$ cat src/rtl/alu_pkg.sv
// Shared ALU opcodes and sequencer state encoding.
// Imported by the sequencer, its interface users and the bench.
package alu_pkg;

    localparam logic [2:0] OP_ADD = 3'b000;
    localparam logic [2:0] OP_SUB = 3'b001;
    localparam logic [2:0] OP_NOT = 3'b010;
    localparam logic [2:0] OP_AND = 3'b011;
    localparam logic [2:0] OP_OR  = 3'b100;
    localparam logic [2:0] OP_XOR = 3'b101;
    localparam logic [2:0] OP_SHL = 3'b110;
    localparam logic [2:0] OP_SHR = 3'b111;

    typedef enum logic [2:0] {
        S_IDLE  = 3'd0,
        S_RD_A  = 3'd1,
        S_RD_B  = 3'd2,
        S_CAP_B = 3'd3,
        S_EXEC  = 3'd4,
        S_WB    = 3'd5
    } seq_state_e;

endpackage

$ cat src/rtl/alu_sequencer_if.sv
// Bundle of command, memory, ALU and response signals of alu_sequencer.
// slave: sequencer side; master: environment (command source, memory, ALU).
interface alu_sequencer_if #(
    parameter int DATA_W = 8,
    parameter int ADDR_W = 4,
    parameter int MEM_W  = 16
);
    // command handshake
    logic              cmd_valid;
    logic              cmd_ready;
    logic [2:0]        cmd_opcode;
    logic [ADDR_W-1:0] cmd_src_a;
    logic [ADDR_W-1:0] cmd_src_b;
    logic [ADDR_W-1:0] cmd_dst;
    // result memory port
    logic [ADDR_W-1:0] mem_addr;
    logic [MEM_W-1:0]  mem_data_in;
    logic              mem_write_en;
    logic [MEM_W-1:0]  mem_data_out;
    // ALU port
    logic [2:0]        alu_opcode;
    logic [DATA_W-1:0] alu_operand1;
    logic [DATA_W-1:0] alu_operand2;
    logic [DATA_W-1:0] alu_result;
    // completion
    logic              rsp_valid;
    logic [DATA_W-1:0] rsp_result;
    logic              rsp_zero;

    modport slave (
        input  cmd_valid, cmd_opcode, cmd_src_a, cmd_src_b, cmd_dst,
        output cmd_ready,
        output mem_addr, mem_data_in, mem_write_en,
        input  mem_data_out,
        output alu_opcode, alu_operand1, alu_operand2,
        input  alu_result,
        output rsp_valid, rsp_result, rsp_zero
    );

    modport master (
        output cmd_valid, cmd_opcode, cmd_src_a, cmd_src_b, cmd_dst,
        input  cmd_ready,
        input  mem_addr, mem_data_in, mem_write_en,
        output mem_data_out,
        input  alu_opcode, alu_operand1, alu_operand2,
        output alu_result,
        input  rsp_valid, rsp_result, rsp_zero
    );

endinterface

$ cat src/rtl/alu_sequencer.sv
// Fixed-latency read/operate/write-back sequencer between result memory and ALU.
// Ports: clk, rst (sync, active high), bus (alu_sequencer_if.slave).
module alu_sequencer
    import alu_pkg::*;
#(
    parameter int DATA_W = 8,
    parameter int ADDR_W = 4,
    parameter int MEM_W  = 16
) (
    input  logic          clk,
    input  logic          rst,
    alu_sequencer_if.slave bus
);

    seq_state_e state_q, state_d;

    logic [2:0]        opc_q;
    logic [ADDR_W-1:0] src_a_q;
    logic [ADDR_W-1:0] src_b_q;
    logic [ADDR_W-1:0] dst_q;
    logic [DATA_W-1:0] op_a_q;
    logic [DATA_W-1:0] res_q;
    logic [2:0]        alu_opc_q;
    logic [DATA_W-1:0] alu_a_q;
    logic [DATA_W-1:0] alu_b_q;
    logic              rsp_valid_q;
    logic [DATA_W-1:0] rsp_result_q;
    logic              rsp_zero_q;

    assign bus.cmd_ready    = (state_q == S_IDLE) && !rst;
    assign bus.alu_opcode   = alu_opc_q;
    assign bus.alu_operand1 = alu_a_q;
    assign bus.alu_operand2 = alu_b_q;
    assign bus.rsp_valid    = rsp_valid_q;
    assign bus.rsp_result   = rsp_result_q;
    assign bus.rsp_zero     = rsp_zero_q;

    always_comb begin
        state_d          = state_q;
        bus.mem_addr     = '0;
        bus.mem_data_in  = '0;
        bus.mem_write_en = 1'b0;
        unique case (state_q)
            S_IDLE:  if (bus.cmd_valid) state_d = S_RD_A;
            S_RD_A: begin
                bus.mem_addr = src_a_q;
                state_d      = S_RD_B;
            end
            S_RD_B: begin
                bus.mem_addr = src_b_q;
                state_d      = S_CAP_B;
            end
            S_CAP_B: state_d = S_EXEC;
            S_EXEC:  state_d = S_WB;
            S_WB: begin
                // write is not gated by rst: a reset landing in WB still commits
                bus.mem_addr     = dst_q;
                bus.mem_write_en = 1'b1;
                bus.mem_data_in  = {{(MEM_W-DATA_W){1'b0}}, res_q};
                state_d          = S_IDLE;
            end
            default: state_d = S_IDLE;
        endcase
    end

    always_ff @(posedge clk) begin
        if (rst) begin
            state_q      <= S_IDLE;
            opc_q        <= '0;
            src_a_q      <= '0;
            src_b_q      <= '0;
            dst_q        <= '0;
            op_a_q       <= '0;
            res_q        <= '0;
            alu_opc_q    <= '0;
            alu_a_q      <= '0;
            alu_b_q      <= '0;
            rsp_valid_q  <= 1'b0;
            rsp_result_q <= '0;
            rsp_zero_q   <= 1'b0;
        end else begin
            state_q     <= state_d;
            rsp_valid_q <= 1'b0;
            case (state_q)
                S_IDLE: begin
                    if (bus.cmd_valid) begin
                        opc_q   <= bus.cmd_opcode;
                        src_a_q <= bus.cmd_src_a;
                        src_b_q <= bus.cmd_src_b;
                        dst_q   <= bus.cmd_dst;
                    end
                end
                S_RD_B: op_a_q <= bus.mem_data_out[DATA_W-1:0];
                S_CAP_B: begin
                    // ALU inputs load here so they are stable for all of
                    // EXEC and keep their value afterwards
                    alu_opc_q <= opc_q;
                    alu_a_q   <= op_a_q;
                    alu_b_q   <= bus.mem_data_out[DATA_W-1:0];
                end
                S_EXEC: res_q <= bus.alu_result;
                S_WB: begin
                    rsp_valid_q  <= 1'b1;
                    rsp_result_q <= res_q;
                    rsp_zero_q   <= (res_q == '0);
                end
                default: ;
            endcase
        end
    end

endmodule

$ cat src/flat_wrapper.sv
// flat-port wrapper written by rule: the top's interface ports become plain ports
module alu_sequencer_flat import alu_pkg::*;
#(
    parameter int DATA_W = 8,
    parameter int ADDR_W = 4,
    parameter int MEM_W  = 16
)
  (clk, rst, bus_cmd_valid, bus_cmd_opcode, bus_cmd_src_a, bus_cmd_src_b, bus_cmd_dst, bus_cmd_ready, bus_mem_addr, bus_mem_data_in, bus_mem_write_en, bus_mem_data_out, bus_alu_opcode, bus_alu_operand1, bus_alu_operand2, bus_alu_result, bus_rsp_valid, bus_rsp_result, bus_rsp_zero);
  alu_sequencer_if #(.DATA_W(DATA_W), .ADDR_W(ADDR_W), .MEM_W(MEM_W)) bus_i ();
  input  logic clk;
  input  logic rst;
  input wire logic [$bits(bus_i.cmd_valid)-1:0] bus_cmd_valid;
  input wire logic [$bits(bus_i.cmd_opcode)-1:0] bus_cmd_opcode;
  input wire logic [$bits(bus_i.cmd_src_a)-1:0] bus_cmd_src_a;
  input wire logic [$bits(bus_i.cmd_src_b)-1:0] bus_cmd_src_b;
  input wire logic [$bits(bus_i.cmd_dst)-1:0] bus_cmd_dst;
  output wire logic [$bits(bus_i.cmd_ready)-1:0] bus_cmd_ready;
  output wire logic [$bits(bus_i.mem_addr)-1:0] bus_mem_addr;
  output wire logic [$bits(bus_i.mem_data_in)-1:0] bus_mem_data_in;
  output wire logic [$bits(bus_i.mem_write_en)-1:0] bus_mem_write_en;
  input wire logic [$bits(bus_i.mem_data_out)-1:0] bus_mem_data_out;
  output wire logic [$bits(bus_i.alu_opcode)-1:0] bus_alu_opcode;
  output wire logic [$bits(bus_i.alu_operand1)-1:0] bus_alu_operand1;
  output wire logic [$bits(bus_i.alu_operand2)-1:0] bus_alu_operand2;
  input wire logic [$bits(bus_i.alu_result)-1:0] bus_alu_result;
  output wire logic [$bits(bus_i.rsp_valid)-1:0] bus_rsp_valid;
  output wire logic [$bits(bus_i.rsp_result)-1:0] bus_rsp_result;
  output wire logic [$bits(bus_i.rsp_zero)-1:0] bus_rsp_zero;
  assign bus_i.cmd_valid = bus_cmd_valid;
  assign bus_i.cmd_opcode = bus_cmd_opcode;
  assign bus_i.cmd_src_a = bus_cmd_src_a;
  assign bus_i.cmd_src_b = bus_cmd_src_b;
  assign bus_i.cmd_dst = bus_cmd_dst;
  assign bus_cmd_ready = bus_i.cmd_ready;
  assign bus_mem_addr = bus_i.mem_addr;
  assign bus_mem_data_in = bus_i.mem_data_in;
  assign bus_mem_write_en = bus_i.mem_write_en;
  assign bus_i.mem_data_out = bus_mem_data_out;
  assign bus_alu_opcode = bus_i.alu_opcode;
  assign bus_alu_operand1 = bus_i.alu_operand1;
  assign bus_alu_operand2 = bus_i.alu_operand2;
  assign bus_i.alu_result = bus_alu_result;
  assign bus_rsp_valid = bus_i.rsp_valid;
  assign bus_rsp_result = bus_i.rsp_result;
  assign bus_rsp_zero = bus_i.rsp_zero;
  alu_sequencer #(.DATA_W(DATA_W), .ADDR_W(ADDR_W), .MEM_W(MEM_W)) u_core (.clk(clk), .rst(rst), .bus(bus_i));
endmodule
$ cat config.mk
export PLATFORM = sky130hd
export DESIGN_NAME = alu_sequencer_flat
export DESIGN_NICKNAME = d
export VERILOG_FILES = /design/src/rtl/alu_pkg.sv /design/src/rtl/alu_sequencer_if.sv /design/src/rtl/alu_sequencer.sv /design/src/flat_wrapper.sv
export SDC_FILE = /design/constraint.sdc
export NUM_CORES = 1
export LEC_CHECK = 0
export BUFFER_PORTS_ARGS = -buffer_cell sky130_fd_sc_hd__buf_2
export CAP_MARGIN = 20
export CORE_UTILIZATION = 35
export CTS_CLUSTER_SIZE = 20
export DETAILED_ROUTE_END_ITERATION = 12
export GPL_TIMING_DRIVEN = 0
export PLACE_DENSITY = 0.65
export SLEW_MARGIN = 0
export SYNTH_ARGS = -nofsm -noshare
export SYNTH_HDL_FRONTEND = slang
export SYNTH_SLANG_ARGS = --single-unit
$ cat constraint.sdc
create_clock -name clk -period 1.4 [get_ports clk]
set_input_delay 0.28 -clock clk [delete_from_list [all_inputs] [get_ports clk]]
set_output_delay 0.28 -clock clk [all_outputs]
set_load 0.01 [all_outputs]
==> impl_metrics.tcl, run 1 <==
set metrics [dict create \
    status "finished, violations left" \
    violations "setup timing" \
    tightest_slew_ns 0.573 \
    clock_insertion_delay_worst_skew_ns 0.34 \
    critical_path.max_stage_delay_ns 0.33 \
    via_per_inst 4.64 \
    rsz0062_at_grt "true" \
    timing.hold.ws_ns 0.178 \
    cp.required_ns 1.12 \
    die_w_um 85.2 \
    cp-end-kind "output port" \
    crit_slowest_cell "dfxtp_2" \
    sw_frac_of_total 0.247 \
    ant_nets 0 \
    power_w 0.00391 \
    p_leak_nw 1.65 \
    ir_drop_uv 734 \
    rr_startpoint "u_core.state_q[1]" \
    fmax_mhz 576 \
    clock_sinks 63 \
    grt_pass1_wl_mm 9.58 \
    pwr-share-comb 0.118 \
    antenna_found_initial 0 \
    grt_max_degree 12 \
    finalCritPeriodShare 1.24 \
    fill_cells 651 \
    holdPathStages 3 \
    die_area_um2 7260 \
    core_area_um2 6530 \
    seqPwrFrac 0.483 \
    layout_setup_ws_ns -0.337 \
    max_cap_viol_count 0 \
    cts_buffer_depth 2 \
    vias 2271 \
    die_h_um 85.2 \
    drtPass1Iterations 4 \
    port_buffers 75 \
    hold_path.class "input pin to flop" \
    tritoncts "yes" \
    multiInputGateArea_um2 1100 \
    gp_congestion 0.721 \
    seq_area_frac_synth 0.520 \
    place_ws_ns -0.239 \
    root_buffer "clkbuf_8" \
    syn_avg_cell_area_um2 8.27 \
    setup_viol 46 \
    r2r_cells 7 \
    ff_latch_area_um2 1270 \
    clk_pin_slew_ns 0.07 \
    cp_common_cell "buf_6" \
    power_density_nw_per_um2 1110 \
    fin_worst_skew_ns 0.00921 \
    ios 93 \
    grt_use_total 0.173 \
    synth.cell_area_um2 2420 \
    num_antenna_cells 0 \
    grt_pass1_vias 2056 \
    min_period_ns 1.74 \
    holdPathEnd "u_core.dst_q[1]" \
    start_util 0.371 \
    hp-start "bus_cmd_dst[1]" \
    drtIter0Drc 68 \
    p_sw_w 0.000966 \
    reg2reg_slack_ns -0.12 \
    syn_to_final_growth_pct 45.2 \
    wire_per_inst_um 12.5 \
    final.setup.tns_ns -5.74 \
    htree_levels 3 \
    slew_headroom 0.618 \
    slew_violations 0 \
    wl_mm 6.10 \
    crit_fanout 5 \
    synth_warnings 0 \
    p_int_w 0.00294 \
    syn_inst 293 \
    path_class "flop to output port" \
    rr_endpoint "u_core.res_q[5]" \
    worstPathArrival_ns 1.46 \
    overflow 0 \
    cts_hold_buf 0 \
    cp-start-kind "flop" \
    clkPwrFrac 0.399 \
    yosysUniqueCellTypes 25 \
    numCtsBuffers 9 \
    fin_nets 449 \
    drive_gt1_frac 0.400 \
    synth_seq_cells 63 \
    hold_viol 0 \
    drc 0 \
    hpwl_mm 4.02 \
    path_cells "buf_6 -> nand3b_1 -> inv_2 -> buf_6 -> nand2_2 -> o21ai_2 -> buf_2" \
    rows 29 \
]
==> synth_stat cells <==
cell type / count / area (um^2)
buf_6: 1 / 11.3
nor3_1: 2 / 10.0
a22oi_1: 4 / 30.0
nand2_1: 89 / 334
nand3b_1: 2 / 15.0
inv_2: 1 / 3.75
and3b_1: 1 / 8.76
or4b_1: 1 / 10.0
nand3_1: 1 / 5.00
a2111oi_0: 1 / 8.76
nor4b_4: 1 / 23.8
buf_1: 1 / 3.75
o21ai_0: 4 / 20.0
nor2_1: 20 / 75.1
inv_1: 8 / 30.0
mux2i_1: 16 / 160
nor3b_1: 2 / 15.0
conb_1: 1 / 3.75
a21oi_1: 43 / 215
clkbuf_1: 6 / 22.5
nor2b_1: 2 / 12.5
dfxtp_1: 63 / 1260
nor4_1: 3 / 18.8
buf_2: 10 / 50.1
buf_4: 10 / 75.1
==> logic make-up (layout without fill, tap and decap cells) <==
family	count (synthesis)	after routing	synth area share
buffers and inverters	37	149	0.0810
DFF	63	63	0.520
and+or+nand+nor	124	124	0.218
other	1	8	0.00155
AOI/OAI and AO/OA	52	52	0.113
muxes	16	16	0.0661
==> layout make-up <==
class                      count  share of cell area
clock buffer                  10              0.0391
tap                           77              0.0274
clock inverter                 6              0.0171
sequential                    63               0.360
multi-input combinational    200               0.312
buffer                        27              0.0580
timing repair buffer          97               0.177
inverter                       9             0.00960
==> critical path: cells and delay by family, from the launching register on <==
family	cells	cell delay (ns)
flops	1	0.33
compound gates	1	0.06
simple gates	2	0.23
buf+inv	4	0.52
==> through the flow <==
step,cells,utilization,area [um^2]
final,489,0.539,3520
after global routing,489,0.539,3520
after CTS,479,0.500,3270
after detailed placement,452,0.448,2920
after global placement,452,0.448,2920
after floorplan,300,-,2450
==> how the worst max path moves through the flow <==
stage / start / endpoint / cells past startpoint
2_1_floorplan: u_core.state_q[1] / bus_mem_addr[0] / 4
3_3_place_gp: u_core.state_q[2] / bus_mem_addr[3] / 7
3_5_place_dp: u_core.state_q[2] / bus_mem_addr[3] / 7
4_1_cts: u_core.state_q[1] / bus_mem_addr[3] / 7
5_1_grt: u_core.state_q[1] / bus_mem_addr[3] / 7
6_report: u_core.state_q[1] / bus_mem_addr[3] / 7
==> routing by layer <==
metal	global-route usage	wire, um	part of all wire	vias to the layer above
li1	-	-	-	1162
met1	0.213	2720	0.45	1039
met2	0.282	2940	0.48	62
met3	0.0438	334	0.055	8
met4	0.0832	108	0.018	0
met5	0	0	0	-
==> sequential cells by signal (all words and copies together), names as in the netlist, 3 cells and up <==
name                     flops
u_core.state_q               3
u_core.bus.rsp_result        8
u_core.dst_q                 4
u_core.src_b_q               4
u_core.bus.alu_opcode        3
u_core.bus.alu_operand2      8
u_core.op_a_q                8
u_core.bus.alu_operand1      8
u_core.opc_q                 3
u_core.res_q                 8
u_core.src_a_q               4
==> cell usage in the layout, fill, tap and decap left out, types with 2 or more instances in the layout <==
| cell type | Yosys | final |
|---|---|---|
| clkinvlp_4 | 0 | 2 |
| dfxtp_2 | 0 | 2 |
| clkbuf_4 | 0 | 2 |
| dfxtp_1 | 63 | 60 |
| buf_6 | 1 | 22 |
| nand2_2 | 0 | 8 |
| buf_2 | 10 | 69 |
| clkinv_2 | 0 | 3 |
| mux2i_1 | 16 | 16 |
| nand2_4 | 0 | 5 |
| a21oi_1 | 43 | 43 |
| a22oi_1 | 4 | 4 |
| clkbuf_8 | 0 | 10 |
| inv_1 | 8 | 2 |
| nand2_1 | 89 | 76 |
| buf_4 | 10 | 23 |
| inv_2 | 1 | 7 |
| conb_1 | 1 | 8 |
| nor4_1 | 3 | 3 |
| nor2_1 | 20 | 20 |
| nand3b_1 | 2 | 2 |
| clkbuf_1 | 6 | 6 |
| nor2b_4 | 0 | 2 |
| nor3_1 | 2 | 2 |
| o21ai_2 | 0 | 3 |
==> power by group through the flow <==
stage                     clock network (W)  logic, W  registers, W
final                               0.00156  0.000462       0.00189
after global routing                0.00169  0.000509       0.00190
after CTS                           0.00160  0.000425       0.00188
after detailed placement                  0  0.000357       0.00193
after global placement                    0  0.000351       0.00192
after floorplan                           0  0.000235       0.00192
==> timing repair <==
item                       CTS  global route
setup buffers                9            10
setup endpoints to repair   43            45
pin swaps                    4             6
resized for setup           18            58
cloned                       2             1
(Power assumes the default switching activity.)
==> run 2, diff against run 1 <==
--- a/config.mk
+++ b/config.mk
@@ -11,7 +11,8 @@
 export CTS_CLUSTER_SIZE = 20
 export DETAILED_ROUTE_END_ITERATION = 12
 export GPL_TIMING_DRIVEN = 0
-export PLACE_DENSITY = 0.65
+export MAX_ROUTING_LAYER = met4
+export PLACE_DENSITY = 0.75
 export SLEW_MARGIN = 0
 export SYNTH_ARGS = -nofsm -noshare
 export SYNTH_HDL_FRONTEND = slang
==> run 2 against run 1 <==
The run still ends with setup timing left. Die area is the same. Power grew 16%. Flip-flop and latch count stayed put.
==> impl_metrics.tcl, run 2 (same netlist as run 1, synthesis figures left out) <==
set metrics [dict create \
    status "finished, violations left" \
    violations "setup timing" \
    path_class "flop to output port" \
    layout_setup_ws_ns -0.354 \
    rr_endpoint "u_core.dst_q[3]" \
    hpwl_mm 4.13 \
    fin_area_um2 3720 \
    ios 93 \
    r2r_cells 7 \
    final-instance-count-excl-fill 490 \
    slew_violations 0 \
    hp-start "bus_cmd_src_a[0]" \
    holdPathStages 3 \
    clock_insertion_delay_worst_skew_ns 0.33 \
    grt_use_total 0.186 \
    placed_cell_area_um2 2920 \
    antenna_found_initial 0 \
    drive_gt1_frac 0.470 \
    htree_levels 3 \
    max_cap_viol_count 0 \
    syn_to_final_growth_pct 53.6 \
    grt_pass1_wl_mm 10.1 \
    min_period_ns 1.75 \
    tightest_slew_ns 0.696 \
    ff_latch_area_um2 1270 \
    critical_path.max_stage_delay_ns 0.33 \
    finalCritPeriodShare 1.25 \
    num_antenna_cells 0 \
    p_leak_nw 1.71 \
    wire_per_inst_um 13.7 \
    rsz0062_at_grt "true" \
    crit_slowest_cell "dfxtp_2" \
    layout_common_cells "buf_2, nand2_1, dfxtp_1" \
    vias 2336 \
    die_w_um 85.2 \
    holdPathEnd "u_core.src_a_q[0]" \
    place_ws_ns -0.238 \
    fmax_mhz 570 \
    drtPass1Iterations 4 \
    final.setup.tns_ns -8.59 \
    setup_viol 38 \
    cp-start-kind "flop" \
    layout_commonest_cell "buf_2" \
    cts_hold_buf 0 \
    rows 29 \
    power_density_nw_per_um2 1220 \
    ir_drop_uv 696 \
    start_util 0.371 \
    fin_nets 450 \
    cp-end-kind "output port" \
    reg2reg_slack_ns -0.23 \
    via_per_inst 4.77 \
    hold_viol 0 \
    multiInputGateArea_um2 1230 \
    rr_startpoint "u_core.state_q[1]" \
    cp.required_ns 1.12 \
    grt_max_degree 12 \
    numCtsBuffers 9 \
    power_w 0.00454 \
    drc 0 \
    fin_worst_skew_ns 0.00529 \
    fill_cells 598 \
    port_buffers 75 \
    crit_fanout 5 \
    die_h_um 85.2 \
    clock_sinks 63 \
    hold_path.class "input pin to flop" \
    gp_congestion 0.825 \
    root_buffer "clkbuf_8" \
    drtIter0Drc 57 \
    die_area_um2 7260 \
    crit_start "u_core.state_q[1]" \
    ant_nets 0 \
    worstPathArrival_ns 1.47 \
    tritoncts "yes" \
    overflow 0 \
    place_inst 452 \
    cts_buffer_depth 2 \
    clk_pin_slew_ns 0.07 \
    grt_pass1_vias 2118 \
    slew_headroom 0.536 \
    wl_mm 6.70 \
    path_cells "buf_6 -> buf_4 -> nor2b_4 -> a22oi_1 -> o21ai_2 -> buf_2" \
    core_area_um2 6530 \
]
run 2: changes by cell type in the layout (fill, tap and decap cells not counted), moves of 3 or more:
cell       change
nand2_1       -14
a21oi_1       -12
a21oi_2       +12
nand2_2        +8
nand2_4        +6
buf_2          +5
buf_4          -4
bufinv_16      +3
run 2: cell type report:
type / instances / area share
buffer: 27 / 0.0548
clock buffer: 10 / 0.0343
clock inverter: 6 / 0.0356
inverter: 9 / 0.00907
multi-input combinational: 200 / 0.330
sequential: 63 / 0.340
tap: 77 / 0.0259
timing repair buffer: 98 / 0.170
run 2: what timing repair did:
item,4_1_cts,5_1_grt
cloned,3,1
hold endpoints to repair,0,0
gates resized for setup,41,72
pin swaps,25,12
setup endpoints to repair,46,47
buffers inserted,12,7
run 2: worst max path at each step:
stage | endpoint | slack (ns)
after floorplan | bus_mem_addr[0] | 0.008
after global placement | bus_mem_addr[0] | -0.22
after detailed placement | bus_mem_addr[0] | -0.24
after CTS | bus_mem_addr[0] | -0.36
after global routing | bus_mem_addr[3] | -0.43
final | bus_mem_addr[3] | -0.35
run 2: critical path: cells and delay by family (launching register included):
kind,cells,cell delay [ns]
AO/OA/AOI/OAI,2,0.26
buffers and inverters,3,0.40
flip-flops,1,0.33
AND/OR/NAND/NOR,1,0.16
run 2: metal layers:
metal  vias up  part of all wire  track usage
met5         -                 0            -
met4         0             0.021       0.0586
met3        13             0.054       0.0535
met2        85              0.48        0.295
met1      1063              0.44        0.229
li1       1175                 -            -
run 2: power breakdown:
part           internal (W)  switching [W]
combinational      0.000280       0.000288
sequential          0.00185      0.0000469
clock               0.00136       0.000711
run 2: metrics by stage:
stage                      util  hold WS, ns
after floorplan               -        0.416
after global placement    0.448        0.437
after detailed placement  0.448        0.445
after CTS                 0.524        0.160
after global routing      0.570        0.166
final                     0.570        0.175
